File: src/rtl/register_file_16_if.sv
// Bus bundle for register_file_16: write request, two read addresses,
// the combinational read results and the sticky multi-hot error flag.
interface register_file_16_if #(
    parameter int WIDTH = 16
);
    logic             RegWrite;
    logic [15:0]      WriteEnable;
    logic [WIDTH-1:0] WriteData;
    logic [3:0]       RS;
    logic [3:0]       RT;
    logic [WIDTH-1:0] ReadS;
    logic [WIDTH-1:0] ReadT;
    logic             MultiHotError;

    modport master (
        output RegWrite, WriteEnable, WriteData, RS, RT,
        input  ReadS, ReadT, MultiHotError
    );

    modport slave (
        input  RegWrite, WriteEnable, WriteData, RS, RT,
        output ReadS, ReadT, MultiHotError
    );
endinterface

File: src/rtl/register_file_16.sv
// 16 x WIDTH register file: one-hot qualified write, two combinational read
// ports with same-cycle write-through bypass, hardwired-zero R0, sticky error.
module register_file_16 #(
    parameter int WIDTH = 16,
    parameter int NREGS = 16
) (
    input logic                CLK,
    input logic                Reset,
    register_file_16_if.slave  bus
);

    logic [WIDTH-1:0] regs      [NREGS];
    logic [WIDTH-1:0] regs_next [NREGS];
    logic [NREGS-1:0] reg_we;
    logic             write_valid;
    logic             write_multi;
    logic             error_flag;

    // A vector with more than one bit set still has bits left after clearing its lowest one.
    function automatic logic is_multi_hot(input logic [NREGS-1:0] vec);
        return (vec & (vec - 1'b1)) != '0;
    endfunction

    function automatic logic is_one_hot(input logic [NREGS-1:0] vec);
        return (vec != '0) && !is_multi_hot(vec);
    endfunction

    function automatic logic [WIDTH-1:0] read_port(
        input logic [3:0]       addr,
        input logic [NREGS-1:0] we_vec,
        input logic [WIDTH-1:0] wdata,
        input logic [WIDTH-1:0] stored
    );
        if (addr == 4'd0)
            return '0;
        else if (we_vec[addr])
            return wdata;
        else
            return stored;
    endfunction

    assign write_valid = bus.RegWrite && !Reset && is_one_hot(bus.WriteEnable);
    assign write_multi = bus.RegWrite && is_multi_hot(bus.WriteEnable);
    assign reg_we      = write_valid ? bus.WriteEnable : '0;

    // R0 is never written, so its storage stays at the reset value forever.
    assign regs_next[0] = '0;
    for (genvar i = 1; i < NREGS; i++) begin : g_next
        assign regs_next[i] = reg_we[i] ? bus.WriteData : regs[i];
    end

    always_ff @(posedge CLK) begin
        if (Reset) begin
            regs       <= '{default: '0};
            error_flag <= 1'b0;
        end else begin
            regs <= regs_next;
            if (write_multi)
                error_flag <= 1'b1;
        end
    end

    // reg_we is already cleared during Reset and for multi-hot vectors, which disables bypass.
    assign bus.ReadS         = read_port(bus.RS, reg_we, bus.WriteData, regs[bus.RS]);
    assign bus.ReadT         = read_port(bus.RT, reg_we, bus.WriteData, regs[bus.RT]);
    assign bus.MultiHotError = error_flag;

endmodule

File: src/flat_wrapper.sv
// flat-port wrapper written by rule: the top's interface ports become plain ports
module register_file_16_flat 
#(
    parameter int WIDTH = 16,
    parameter int NREGS = 16
)
  (CLK, Reset, bus_RegWrite, bus_WriteEnable, bus_WriteData, bus_RS, bus_RT, bus_ReadS, bus_ReadT, bus_MultiHotError);
  register_file_16_if #(.WIDTH(WIDTH)) bus_i ();
  input logic CLK;
  input logic Reset;
  input wire logic [$bits(bus_i.RegWrite)-1:0] bus_RegWrite;
  input wire logic [$bits(bus_i.WriteEnable)-1:0] bus_WriteEnable;
  input wire logic [$bits(bus_i.WriteData)-1:0] bus_WriteData;
  input wire logic [$bits(bus_i.RS)-1:0] bus_RS;
  input wire logic [$bits(bus_i.RT)-1:0] bus_RT;
  output wire logic [$bits(bus_i.ReadS)-1:0] bus_ReadS;
  output wire logic [$bits(bus_i.ReadT)-1:0] bus_ReadT;
  output wire logic [$bits(bus_i.MultiHotError)-1:0] bus_MultiHotError;
  assign bus_i.RegWrite = bus_RegWrite;
  assign bus_i.WriteEnable = bus_WriteEnable;
  assign bus_i.WriteData = bus_WriteData;
  assign bus_i.RS = bus_RS;
  assign bus_i.RT = bus_RT;
  assign bus_ReadS = bus_i.ReadS;
  assign bus_ReadT = bus_i.ReadT;
  assign bus_MultiHotError = bus_i.MultiHotError;
  register_file_16 #(.WIDTH(WIDTH), .NREGS(NREGS)) u_core (.CLK(CLK), .Reset(Reset), .bus(bus_i));
endmodule
File: config.mk
export PLATFORM = sky130hd
export DESIGN_NAME = register_file_16_flat
export DESIGN_NICKNAME = d
export VERILOG_FILES = /design/src/rtl/register_file_16_if.sv /design/src/rtl/register_file_16.sv /design/src/flat_wrapper.sv
export SDC_FILE = /design/constraint.sdc
export NUM_CORES = 1
export LEC_CHECK = 0
export CAP_MARGIN = 0
export CORE_MARGIN = 2
export CORE_UTILIZATION = 65
export CTS_CLUSTER_SIZE = 8
export DETAILED_ROUTE_END_ITERATION = 16
export HOLD_SLACK_MARGIN = 0.08
export PLACE_DENSITY = 0.89
export REMOVE_ABC_BUFFERS = 1
export SYNTH_ARGS = -nofsm -noshare
export SYNTH_HDL_FRONTEND = slang
export SYNTH_SLANG_ARGS = --single-unit
File: constraint.sdc
create_clock -name CLK -period 9.05 [get_ports CLK]
set_input_delay 1.3575 -clock CLK [delete_from_list [all_inputs] [get_ports CLK]]
set_output_delay 1.3575 -clock CLK [all_outputs]
set_load 0.02 [all_outputs]
==> out/results.txt <==
status - complete, no violations
fin. max-slew vios - 0
PortBufs - 75
#FFs+latches synth - 241
sequential fraction of the synthesis area - 35.8%
Psw - 597 µW
CTS tree - yes
Final Cell Area - 0.0150 mm²
pwr/cell area - 164 mW/mm²
Internal - 1850 µW
setup TNS - 0 ps
hold crit path type - reg2reg
final WL - 44.3 mm
first-pass GRT wire length - 68.1 mm
PnR Total Power - 2450 µW
Reg clk slew, reported paths - 50 ps
# Post-CTS Setup Buffers - 0
top cells by count, synth - 499 x nand2_1, 241 x dfxtp_1, 229 x a21oi_1, 128 x mux4_2, 110 x clkbuf_1
antenna violations before repair - 0
worst-path cell chain - clkdlybuf4s50_1, or4_4, nor3_4, o221a_2, and4_1, and2_1, nor3b_1, a221o_1, buf_4, mux2i_1, clkdlybuf4s50_1
GRT Resource Usage Total - 40.3%
grt total ovfl - 0
Die X - 148 µm
Syn. warnings - 0
switching share of total power - 24.4%
die area - 0.0219 mm²
HPWL after DPL - 24.9 mm
# DRC - 0
largest cells by area after synthesis - dfxtp_1 36%, mux4_2 21%, nand2_1 14%, a21oi_1 8.5%, mux2i_1 3.9%
Gate power share - 7.9%
Final GP Congestion - 0.883
pre-CTS setup slack - 1750 ps
H-tree Lvls - 2
Post-synth EDFFs - 0
ys async rst share - 0%
Worst Path Required - 7690 ps
post-synth top area share - 35.8%
placed cell area - 0.0140 mm²
WP data arrival - 6070 ps
WHS - 465 ps
worst vdd ir - 0.134 mV
Syn-to-layout area delta - 11.0%
share of cells above drive strength 1 - 15.4%
CTS max path bufs - 3
Hold Buf Count CTS - 0
clk_skew - 0 ps
CP startpoint kind - input pin
Least-Margin Pin Slew - 1230 ps
most frequent CP cell - clkdlybuf4s50_1
leakage power - 0.00513 µW
fin crit period - 7420 ps
cell count after synthesis - 1522
cell with the most instances after synthesis - nand2_1
Critical Path Max Stage Delay - 650 ps
setup violators final - 0
Post-Syn Area - 0.0135 mm²
final hold violations - 0
CP top delay family - simple AND/OR/NAND/NOR gates
Clk pwr share - 48.7%
MaxCap Viol Count - 0
highest metal used - met4
DR vias/cell - 7.12
routed len/inst - 25.1 µm
ANT nets after route - 0
RSZ-0062 raised after global routing - no
First DRT Iteration DRCs - 1690
Filler cells - 1371
Crit-path slowest cell - or4_4
die height - 148 µm
TritonCTS buffer count - 36
IO Count - 76
relative slew slack - 17.6%
CP Capture Type - output port
mean post-synth cell area - 8.85 µm²
DR vias - 12582
wire length on met2 - 20.1 mm
PnR worst setup slack - 1630 ps
Met1 Wirelength - 14.9 mm
sequential power share - 43.5%
largest net degree at the start of global routing - 130
Top FF cell, synth - dfxtp_1
Buf+Inv Stages, Crit Path - 3
Max Fclk - 0.135 GHz
post-synth cell types - 51
First-pass DRT Iterations - 10
Placement Rows - 52
clock sinks - 241
fin crit share - 82.0%
Nets - 1537
area leader, netlist - dfxtp_1
vias in the first global route - 12437
routed wl met3 - 6.48 mm
post-CTS resize count - 0
worst skew pair latency - 520 ps
Initial Util - 66.4%
CP max FO - 11
clk root buf - clkbuf_16
core region area - 0.0203 mm²
Crit Path Class - in2out
registers in the layout (all words and copies together), names as in the netlist:
| signal | flops |
|---|---|
| u_core.regs | 240 |
| u_core.bus.MultiHotError | 1 |
per-layer routing:
layer | track usage [%] | vias up
li1 | - | 5246
met1 | 50.0 | 5905
met2 | 61.5 | 1157
met3 | 13.1 | 274
met4 | 24.4 | 0
met5 | 0 | -
logic make-up (layout without fill, tap and decap cells):
| group | Yosys count | count (layout) | share of synthesized area (%) |
|---|---|---|---|
| other | 0 | 1 | 0 |
| AOI/OAI and AO/OA | 289 | 289 | 12.5 |
| DFF | 241 | 241 | 35.8 |
| xor gates and xnor gates | 1 | 1 | 0.0650 |
| muxes | 216 | 216 | 28.3 |
| buffers and inverters | 183 | 158 | 5.61 |
| adders and majority gates | 3 | 3 | 0.223 |
| and+or+nand+nor | 589 | 589 | 17.5 |
cells in the final DEF, fill, tap and decap left out, types with 12 or more instances in the layout:
cell type and n:
buf_4 14, a21oi_1 229, clkbuf_16 37, a22o_1 29
mux2i_1 52, dfxtp_1 241, nor2_1 38, inv_1 28
mux2_2 32, nand2_1 499, clkdlybuf4s50_1 68, and3_1 12
mux4_2 128
worst paths after layout:
check	slack (ps)	cells past startpoint	end	startpoint
setup reg to reg	8290	2	u_core.regs[199]	u_core.regs[199]
setup / recovery	1630	11	bus_ReadS[11]	bus_WriteEnable[1]
hold reg to reg	460	2	u_core.regs[133]	u_core.regs[133]
hold / removal	460	2	u_core.regs[133]	u_core.regs[133]
final cells by class:
type | instances | area, µm² | area share (%)
Timing Repair Buffer | 87 | 817 | 5.46
Clock inverter | 3 | 26.3 | 0.176
Sequential cell | 241 | 4820 | 32.3
Clock buffer | 38 | 930 | 6.22
Antenna cell | 1 | 2.50 | 0.0167
Multi-Input combinational cell | 1098 | 7900 | 52.8
Tap cell | 270 | 338 | 2.26
Inverter | 30 | 113 | 0.753
per-stage QoR:
stage	std cells	utilization (%)
final	1768	73.7
after detailed placement	1726	68.9
after global routing	1767	73.6
after floorplan	1369	-
after CTS	1767	73.6
after global placement	1726	68.9
power groups by stage:
stage                     Clock (µW)  Combinational (µW)  Sequential, µW
after detailed placement           0                 186            1080
after CTS                       1180                 187            1060
final                           1190                 193            1060
after floorplan                    0                66.7            1090
after global routing            1230                 200            1060
after global placement             0                 185            1080
worst reg2reg max path: cells and delay by family (launching register included):
family	cells	cell delay (ps)
AO/OA/AOI/OAI	1	220
flip-flops	1	350
AND/OR/NAND/NOR	1	90
Note: power is estimated with default switching activity, not from simulation.
